### src/rtl/multicycle_controller.sv
// multicycle_controller: multi-cycle control FSM for the RV32 lw/sw/R/beq subset.
// Sequences a shared-memory datapath, counts retired instructions, traps on bad opcodes.
module multicycle_controller #(
    parameter int         CNT_W  = 32,
    parameter logic [6:0] OP_LW  = 7'b0000011,
    parameter logic [6:0] OP_SW  = 7'b0100011,
    parameter logic [6:0] OP_R   = 7'b0110011,
    parameter logic [6:0] OP_BEQ = 7'b1100011
) (
    input  logic             clk,
    input  logic             reset,
    input  logic [6:0]       opcode,
    input  logic [2:0]       func3,
    input  logic [6:0]       func7,
    input  logic             zero,
    input  logic             mem_ready,
    output logic             mem_req,
    output logic             mem_write,
    output logic             adr_src,
    output logic             ir_write,
    output logic             pc_write,
    output logic             reg_write,
    output logic [1:0]       result_src,
    output logic [1:0]       alu_src_a,
    output logic [1:0]       alu_src_b,
    output logic [1:0]       imm_src,
    output logic [2:0]       alu_control,
    output logic             illegal,
    output logic [3:0]       state,
    output logic [CNT_W-1:0] instret
);

    typedef enum logic [3:0] {
        S_FETCH    = 4'd0,
        S_DECODE   = 4'd1,
        S_MEMADR   = 4'd2,
        S_MEMREAD  = 4'd3,
        S_MEMWB    = 4'd4,
        S_MEMWRITE = 4'd5,
        S_EXECR    = 4'd6,
        S_ALUWB    = 4'd7,
        S_BEQ      = 4'd8,
        S_TRAP     = 4'd9
    } state_t;

    state_t           state_q, state_d;
    logic             illegal_q, illegal_d;
    logic [CNT_W-1:0] instret_q, instret_d;
    logic [2:0]       funct_op;
    logic             unused_func7;

    // Only func7[5] distinguishes sub from add in this subset.
    assign unused_func7 = ^{func7[6], func7[4:0]};

    assign state   = state_q;
    assign illegal = illegal_q;
    assign instret = instret_q;

    // State, trap flag and retire counter registers.
    always_ff @(posedge clk or posedge reset) begin
        if (reset) begin
            state_q   <= S_FETCH;
            illegal_q <= 1'b0;
            instret_q <= '0;
        end else begin
            state_q   <= state_d;
            illegal_q <= illegal_d;
            instret_q <= instret_d;
        end
    end

    // R-type ALU operation selected by func3 (func7[5] picks sub).
    always_comb begin
        funct_op = 3'b000;
        case (func3)
            3'b000:  funct_op = func7[5] ? 3'b001 : 3'b000;
            3'b010:  funct_op = 3'b101;
            3'b110:  funct_op = 3'b011;
            3'b111:  funct_op = 3'b010;
            default: funct_op = 3'b000;
        endcase
    end

    // Next state, datapath controls and retire accounting per state.
    always_comb begin
        state_d     = state_q;
        illegal_d   = illegal_q;
        instret_d   = instret_q;
        mem_req     = 1'b0;
        mem_write   = 1'b0;
        adr_src     = 1'b0;
        ir_write    = 1'b0;
        pc_write    = 1'b0;
        reg_write   = 1'b0;
        result_src  = 2'b00;
        alu_src_a   = 2'b00;
        alu_src_b   = 2'b00;
        imm_src     = 2'b00;
        alu_control = 3'b000;

        case (state_q)
            S_FETCH: begin
                mem_req    = 1'b1;
                alu_src_b  = 2'b10;
                result_src = 2'b10;
                if (mem_ready) begin
                    ir_write = 1'b1;
                    pc_write = 1'b1;
                    state_d  = S_DECODE;
                end
            end
            S_DECODE: begin
                alu_src_a = 2'b01;
                alu_src_b = 2'b01;
                imm_src   = 2'b10;
                if (opcode == OP_LW || opcode == OP_SW) begin
                    state_d = S_MEMADR;
                end else if (opcode == OP_R) begin
                    state_d = S_EXECR;
                end else if (opcode == OP_BEQ) begin
                    state_d = S_BEQ;
                end else begin
                    state_d   = S_TRAP;
                    illegal_d = 1'b1;
                end
            end
            S_MEMADR: begin
                alu_src_a = 2'b10;
                alu_src_b = 2'b01;
                if (opcode == OP_SW) begin
                    imm_src = 2'b01;
                    state_d = S_MEMWRITE;
                end else begin
                    state_d = S_MEMREAD;
                end
            end
            S_MEMREAD: begin
                mem_req = 1'b1;
                adr_src = 1'b1;
                if (mem_ready) begin
                    state_d = S_MEMWB;
                end
            end
            S_MEMWB: begin
                result_src = 2'b01;
                reg_write  = 1'b1;
                state_d    = S_FETCH;
                instret_d  = instret_q + CNT_W'(1);
            end
            S_MEMWRITE: begin
                mem_req   = 1'b1;
                mem_write = 1'b1;
                adr_src   = 1'b1;
                if (mem_ready) begin
                    state_d   = S_FETCH;
                    instret_d = instret_q + CNT_W'(1);
                end
            end
            S_EXECR: begin
                alu_src_a   = 2'b10;
                alu_control = funct_op;
                state_d     = S_ALUWB;
            end
            S_ALUWB: begin
                reg_write = 1'b1;
                state_d   = S_FETCH;
                instret_d = instret_q + CNT_W'(1);
            end
            S_BEQ: begin
                alu_src_a   = 2'b10;
                alu_control = 3'b001;
                pc_write    = zero;
                state_d     = S_FETCH;
                instret_d   = instret_q + CNT_W'(1);
            end
            S_TRAP: begin
                illegal_d = 1'b1;
                state_d   = S_TRAP;
            end
            default: begin
                state_d = S_FETCH;
            end
        endcase

        // Nothing reaches the datapath while reset is held.
        if (reset) begin
            mem_req     = 1'b0;
            mem_write   = 1'b0;
            adr_src     = 1'b0;
            ir_write    = 1'b0;
            pc_write    = 1'b0;
            reg_write   = 1'b0;
            result_src  = 2'b00;
            alu_src_a   = 2'b00;
            alu_src_b   = 2'b00;
            imm_src     = 2'b00;
            alu_control = 3'b000;
        end
    end

endmodule

### config.mk
export PLATFORM = sky130hd
export DESIGN_NAME = multicycle_controller
export DESIGN_NICKNAME = d
export VERILOG_FILES = /design/src/rtl/multicycle_controller.sv
export SDC_FILE = /design/constraint.sdc
export NUM_CORES = 1
export LEC_CHECK = 0
export BUFFER_PORTS_ARGS = -buffer_cell sky130_fd_sc_hd__buf_4
export CAP_MARGIN = 20
export CORE_ASPECT_RATIO = 1.75
export CORE_UTILIZATION = 47
export DETAILED_ROUTE_END_ITERATION = 6
export PLACE_DENSITY = 0.76
export SLEW_MARGIN = 40
export SYNTH_ARGS = -nofsm -noshare
export SYNTH_HDL_FRONTEND = slang
export SYNTH_SLANG_ARGS = --single-unit
### constraint.sdc
create_clock -name clk -period 2.5 [get_ports clk]
set_input_delay 0.125 -clock clk [delete_from_list [all_inputs] [get_ports clk]]
set_output_delay 0.125 -clock clk [all_outputs]
set_load 0.01 [all_outputs]
# [Yosys cells after proc, flatten, opt, wreduce, memory -nomap -nowiden]
# Index checks and enable logic that the tools add are counted.
[totals] ff_bits=37 in_bits=21 output_inout_bits=54 word_cells=80
[classes] n_addsub=1 n_eq_ne=22 muxes=40 reduce_logical=14
[ops] op="32-bit one-hot mux with 2 select lines" n=1
[ops] op="32-bit by 1-bit adder with 32-bit output (second input constant)" n=1
[ops] op="32-bit two-way mux" n=1
[ops] op="4-bit one-hot mux with 7 select lines" n=1
[ops] op="4-bit two-way mux" n=5
[ops] op="1-bit two-way mux" n=18
[ops] op="4-bit by 3-bit == test with 1-bit output (second input constant)" n=4
[ops] op="2-bit one-hot mux with 2 select lines" n=4
[ops] op="7-bit by 6-bit == test with 1-bit output (second input constant)" n=2
[ops] op="2-bit != test (second input constant)" n=6
[ops] op="3-bit one-hot mux with 4 select lines" n=1
[ops] op="3-bit OR reduction" n=3
[ops] op="4-bit by 2-bit == test with 1-bit output (second input constant)" n=2
[ops] op="4-bit == test (second input constant)" n=2
[ops] op="2-bit two-way mux" n=4
[ops] op="7-bit by 2-bit == test with 1-bit output (second input constant)" n=1
[ops] op="7-bit == test (second input constant)" n=1
[ops] op="3-bit == test (second input constant)" n=2
[ops] op="3-bit two-way mux" n=2
[ops] op="3-bit one-hot mux with 2 select lines" n=1
[ops] op="2-bit OR reduction" n=3
[ops] op="4-bit by 1-bit == test with 1-bit output (second input constant)" n=1
[ops] op="4-bit logical NOT" n=1
[ops] op="1-bit one-hot mux with 2 select lines" n=2
[ops] op="other kinds (7)" n=8

# [Logic depth before layout (Yosys ltp)]
# Gate-level depths: netlist (run 1).
[depth] ltp_word=5 depth_mapped=7 ltp_nobuf=5

# [Least setup slack after synthesis (run 1)]
# OpenSTA, ideal clock, no wires.
[synth_timing] path_kind="flip-flop to flip-flop" start="register state_q[0] (netlist: state[0])" end="register instret_q[25] (netlist: instret[25])" setup_time_ps=79 arrival_ps=1791 required_ps=2421 slack_ps=630 stages_incl_launch_ff=7 path_buffers=2 synth_period_minus_slack_ps=1870 cell_sequence="dfrtp_1 -> or4b_1 -> o31a_1 -> buf_6 -> buf_6 -> nor4_2 -> xor2_1"
[synth_between] elab_chain_cells=4 word_cells_on_any_way=9 classes_between="eq/ne: 5; mux: 1; reduce/logical: 3"
[synth_lines] element="from (decl)" line="46" rtl="state_t state_q, state_d;"
[synth_lines] element="from (signal assigned)" line="66" rtl="state_q <= state_d;"
[synth_lines] element="4-bit == test / 4-bit by 3-bit == test with 1-bit output (equally long branches)" line="101" rtl="case (state_q)"
[synth_lines] element="3-bit OR reduction (no line)"
[synth_lines] element="2-bit nonzero test (no line)"
[synth_lines] element="2-bit AND reduction (no line)"
[synth_lines] element="to (signal assigned)" line="68" rtl="instret_q <= instret_d;"
[synth_lines] element="to (decl)" line="48" rtl="logic [CNT_W-1:0] instret_q, instret_d;"
# Several ways; a longest one is shown, not always the timed one.
# A chain may end at the register's enable or synchronous reset.

# [Final worst setup path (run 1)]
[layout_timing] start="register instret_q[11] (netlist: instret[11])" end="register instret_q[24] (netlist: instret[24])"
[layout_between] elab_chain_cells=3
[layout_lines] element="32-bit by 1-bit adder with 32-bit output *"
[layout_lines] element="32-bit two-way mux" line="154" rtl="if (mem_ready) begin"
[layout_lines] element="32-bit one-hot mux with 2 select lines *" line="101"
# Mark *: on every way between the ends. The rest lies on a longest branch, timed or not. The select of a mux whose other input is x is not followed.

==> results of run 1 <==
registers in the layout (all words and copies together) (netlist names):
| signal | count |
|---|---|
| illegal | 1 |
| instret | 32 |
| state | 4 |
Yosys cell counts (3+ instances only):
cell      instances  area [um^2]
xnor2_1           6         52.6
nor3_1           12         60.1
nand2b_1          4         25.0
and3_1            5         31.3
nor4_2           14          175
nand4_1           9         56.3
buf_6             3         33.8
buf_1             3         11.3
nor2b_1           3         18.8
nand2_1          18         67.6
dfrtp_1          37          926
mux2i_1           3         30.0
clkbuf_1          4         15.0
xor2_1           27          236
a21oi_1           5         25.0
and4_1            4         35.0
inv_1             5         18.8
nand3_1           9         45.0
nor4_1            6         37.5
nor2_1            8         30.0
worst reg2reg max path, stage by stage (launching register included):
cell and delay [ns]:
dfrtp_1 0.45, nand4_1 0.16, or4_1 0.72, buf_4 0.25
nor4b_2 0.27, xor2_1 0.19
layer usage:
| metal | up-vias | global-route usage |
|---|---|---|
| li1 | 912 | - |
| met1 | 886 | 0.223 |
| met2 | 62 | 0.402 |
| met3 | 5 | 0.0460 |
| met4 | 0 | 0.0789 |
| met5 | - | 0 |
cell type report:
class	instances	area (um^2)	share of cell area
multi-input cells	159	1160	0.412
repair buffers	76	571	0.202
well taps	51	63.8	0.0225
clock buffers	7	86.3	0.0305
inverters	5	18.8	0.00663
flip-flops and latches	37	926	0.327
cells by family after synthesis:
group                    Yosys count  share of synthesized area
adder cells (fa/ha/maj)            2                     0.0103
multiplexers                       5                     0.0239
AND/OR/NAND/NOR                  106                      0.324
buffers and inverters             19                     0.0473
XOR/XNOR                          33                      0.132
AO/OA/AOI/OAI                     13                     0.0411
flip-flops                        37                      0.422
path summary, 6_finish.rpt:
path / from / endpoint / slack [ns] / cells past startpoint
min: reset / instret[29]$_DFFE_PP0P_ / -0.004 / 3
max reg2reg: instret[11]$_DFFE_PP0P_ / instret[24]$_DFFE_PP0P_ / 0.38 / 5
min in group clk: opcode[6] / state[1]$_DFFE_PP0P_ / 0.17 / 3
min reg2reg: instret[31]$_DFFE_PP0P_ / instret[31]$_DFFE_PP0P_ / 0.48 / 1
max: instret[11]$_DFFE_PP0P_ / instret[24]$_DFFE_PP0P_ / 0.38 / 5
max in group asynchronous: reset / instret[7]$_DFFE_PP0P_ / 2.18 / 3
stage by stage:
step / setup WS, ns / hold slack, ns
after floorplan: 0.630 / 0.301
after global placement: 0.473 / 0.311
after global routing: 0.268 / 0.0282
final: 0.381 / -0.00370
after detailed placement: 0.380 / 0.319
after CTS: 0.366 / 0.0106
power breakdown:
| group | internal [mW] | leakage (nW) | switching, mW |
|---|---|---|---|
| Clock | 0.219 | 0.0443 | 0.194 |
| Combinational | 0.286 | 0.679 | 0.361 |
| Sequential | 0.659 | 0.380 | 0.0874 |
| Total | 1.16 | 1.10 | 0.643 |
==> flow_summary.yaml, run 1 <==
worst_hold_path:
  min_path_type: "in2async"
route:
  route.detailed.drc: 0
  ant_nets: 0
  highest_layer: "met4"
  drt_iter0_drc: 23
  wirelength_um: 4850
  drt-met1-wl_um: 1850
  drtPass1Iterations: 4
  wl_per_cell_um: 14.5
  vias_per_cell: 5.57
  wl_met2_um: 2710
  met3_length_um: 205
  num_vias: 1865
synthesis:
  ys_seq_area_frac: 0.422
  ys_ff_latch: 37
  ys.warnings.count: 0
  avgSynthCellArea_um2: 10.2
  synth_nets: 237
  postSynth.topFlopCell: "dfrtp_1"
  synthArstFlopShare: 1.00
  synth_cells: 215
  synthesis.area_um2: 2190
  synth_cell_types: 41
  synth-edff-count: 0
place:
  dpl.hpwl_um: 3620
  gp_congestion: 0.723
  post-place-cells: 328
  io_buffers: 68
  dpl_cell_area_um2: 2740
grt:
  grt_pass1_vias: 1772
  overflow: 0
  grt_antenna_before_repair: 0
  grtUsageTotal: 0.217
  grt_pass1_wl_um: 7920
  grt_start_max_net_pins: 38
job:
  maxCapViolCount: 0
floorplan:
  die_w_um: 53.7
  fp.dieH_um: 92.4
  coreArea_um2: 4440
  start_util: 0.494
  placementRows: 32
  dieArea_um2: 4960
  ios: 75
clock_tree:
  clock_path_buffers: 2
  cts_resized: 0
  worstSkewPairLatency_ns: 0.29
  path_clk_slew_ns: 0.07
  clkSinkCount: 37
  clockRootBuffer: "clkbuf_8"
  numCtsBuffers: 5
  cts_setup_buffers: 0
  cts_tree: "yes"
  htree_levels: 2
  cts_hold_buf: 0
worst_setup_path:
  crit_chain: "nand4_1, or4_1, buf_4, nor4b_2, xor2_1"
  criticalPathCategory: "reg2reg"
  critical_path.max_fanout: 8
  worst_ep_arrival_time_ns: 2.32
  crit_buf_inv: 1
  max_stage_delay_ns: 0.72
  slowest_stage: "or4_1"
  critPathLaunchType: "flip-flop"
  crit_family: "simple AND/OR/NAND/NOR gates"
  critPathCaptureType: "flip-flop"
  required_ns: 2.70
cells_and_area:
  diodes: 0
  mostFrequentLayoutCells: "buf_4, dfrtp_1, xor2_1, nand2_1, nor4_2"
  fillers: 382
  design_area_um2: 2830
  fin_cells: 335
  layout_commonest_cell: "buf_4"
  fin_nets: 306
  drive_gt1_frac: 0.363
  final_util: 0.637
  syn2layout_area_growth_pct: 29.0
sta:
  finClkSkew_ns: 0.00811
  tns_ns: 0
  tightestPinTransition_ns: 0.551
  rsz0062_at_grt: "no"
  setup_viol: 0
  hold_viol: 7
  timing.fmax_ghz: 0.472
  drv_slew: 0
  holdWs_ns: -0.00370
  relSlewSlack: 0.632
  fin_crit_ns: 2.12
  period_share: 0.848
power_and_ir_drop:
  p_leak_nw: 1.10
  power_mw: 1.81
  powerDensity_nw_per_um2: 638
  peakVddDrop_mv: 0.458
outcome:
  status: "complete, but fails checks"
  violations: "hold timing"
Power figures use the tool's default switching activity.
==> run 2: changes to the inputs <==
==> constraint.sdc (replaced) <==
create_clock -name clk -period 2.2 [get_ports clk]
set_input_delay 0.11 -clock clk [delete_from_list [all_inputs] [get_ports clk]]
set_output_delay 0.11 -clock clk [all_outputs]
set_load 0.01 [all_outputs]
==> run 2 against run 1 <==
  * Register-to-register slack got worse by 0.13 ns
  * The run now ends clean
  * Combinational power increased by 17%
  * Wire length decreased by 2.9%
  * Sequential power increased by 14%
  * Clock power increased by 47%
==> flow_summary.yaml, run 2 (synthesized netlist as in run 1, its figures left out) <==
sta:
  period_share: 0.960
  hold_viol: 0
  tightestPinTransition_ns: 0.531
  setup_viol: 0
  relSlewSlack: 0.645
  tns_ns: 0
  finClkSkew_ns: 0.00533
  rsz0062_at_grt: "no"
  fin_crit_ns: 2.11
  drv_slew: 0
  timing.fmax_ghz: 0.473
  worst_slack_ns: 0.0874
place:
  io_buffers: 68
  gp_congestion: 0.768
  post-place-cells: 330
  dpl.hpwl_um: 3540
  post-place-ws_ns: 0.218
worst_setup_path:
  reg2reg_from: "state[2]$_DFFE_PP0P_"
  criticalPathCategory: "reg2out"
  worst_r2r_endpoint: "instret[8]$_DFFE_PP0P_"
  required_ns: 2.09
  critPathCaptureType: "primary output"
  worst_ep_arrival_time_ns: 2.00
  regToRegSetupSlack_ns: 0.25
  critical_path.max_fanout: 20
  reg2regPathDepth: 5
  critPathLaunchType: "flip-flop"
cells_and_area:
  fin_nets: 309
  diodes: 0
  layout_commonest_cell: "buf_4"
  largest_reg_flops: 32
  drive_gt1_frac: 0.368
  fin_cells: 339
  syn2layout_area_growth_pct: 32.0
  fillers: 376
  mostFrequentLayoutCells: "buf_4, dfrtp_1, xor2_1, nand2_1, nor4_2"
power_and_ir_drop:
  powerDensity_nw_per_um2: 762
  p_leak_nw: 1.14
  power_mw: 2.21
  peakVddDrop_mv: 0.579
clock_tree:
  worstSkewPairLatency_ns: 0.29
  cts_setup_buffers: 0
  clock_path_buffers: 2
  cts_hold_buf: 1
  numCtsBuffers: 5
  cts_resized: 0
  path_clk_slew_ns: 0.07
  clkSinkCount: 37
  clockRootBuffer: "clkbuf_8"
  cts_tree: "yes"
  htree_levels: 2
route:
  route.detailed.drc: 0
  drt_iter0_drc: 19
  vias_per_cell: 5.59
  drtPass1Iterations: 7
  wirelength_um: 4710
  wl_per_cell_um: 13.9
  ant_nets: 0
  num_vias: 1896
outcome:
  status: "completed"
floorplan:
  ios: 75
  fp.dieH_um: 92.4
  coreArea_um2: 4440
  placementRows: 32
  dieArea_um2: 4960
  start_util: 0.494
  die_w_um: 53.7
worst_hold_path:
  hp-start: "opcode[6]"
  holdPathEnd: "state[1]$_DFFE_PP0P_"
  min_path_type: "in2reg"
  whs_path_depth: 3
grt:
  grtUsageTotal: 0.200
  overflow: 0
  grt_start_max_net_pins: 38
  grt_antenna_before_repair: 0
  grt_pass1_wl_um: 7440
  grt_pass1_vias: 1733
job:
  maxCapViolCount: 0
[run 2: cell types whose count changed in the layout (fill, tap and decap cells not counted), sizes merged]
cell,previous run,this run
buf,76,78
bufinv,0,1
dlygate4sd3,0,1
[run 2: power by group]
| group | switching (mW) | internal (mW) |
|---|---|---|
| sequential | 0.101 | 0.748 |
| clock | 0.235 | 0.370 |
| combinational | 0.406 | 0.348 |
| total | 0.742 | 1.47 |
[run 2: worst max-delay path by stage]
stage | from | endpoint | slack [ns]
CTS | state[2]$_DFFE_PP0P_ | imm_src[0] | 0.08
floorplan | state[0]$_DFFE_PP0P_ | instret[25]$_DFFE_PP0P_ | 0.33
global route | state[2]$_DFFE_PP0P_ | imm_src[0] | 0.007
global placement | instret[12]$_DFFE_PP0P_ | instret[25]$_DFFE_PP0P_ | 0.28
detailed placement | state[2]$_DFFE_PP0P_ | instret[8]$_DFFE_PP0P_ | 0.22
finish | state[2]$_DFFE_PP0P_ | imm_src[0] | 0.09
[run 2: area by class of cell]
| type | count | area (um^2) | share of cell area |
|---|---|---|---|
| Sequential cell | 37 | 926 | 0.320 |
| Clock buffer | 7 | 86.3 | 0.0298 |
| Inverter | 5 | 18.8 | 0.00648 |
| Clock inverter | 1 | 30.0 | 0.0104 |
| Timing Repair Buffer | 79 | 608 | 0.210 |
| Tap cell | 51 | 63.8 | 0.0220 |
| Multi-Input combinational cell | 159 | 1160 | 0.402 |
[run 2: stage by stage]
step | util | hold WS, ns | area (um^2)
3_3_place_gp | 0.624 | 0.300 | 2770
6_report | 0.652 | 0.162 | 2900
5_1_grt | 0.652 | 0.178 | 2900
4_1_cts | 0.652 | 0.160 | 2900
2_1_floorplan | - | 0.271 | 2190
3_5_place_dp | 0.624 | 0.301 | 2770
[run 2: layer usage]
metal  up-vias  GRT usage  share of wire
met3         6     0.0394          0.044
met2        59      0.371           0.54
li1        920          -              -
met4         0     0.0658          0.015
met1       911      0.210           0.40
met5         -          0              0
[run 2: critical path: stages (launching register included)]
cell     delay [ns]
dfrtp_1        0.39
buf_4          0.21
nor2_1         0.11
or4b_2         0.65
nor3_1         0.20
buf_4          0.15
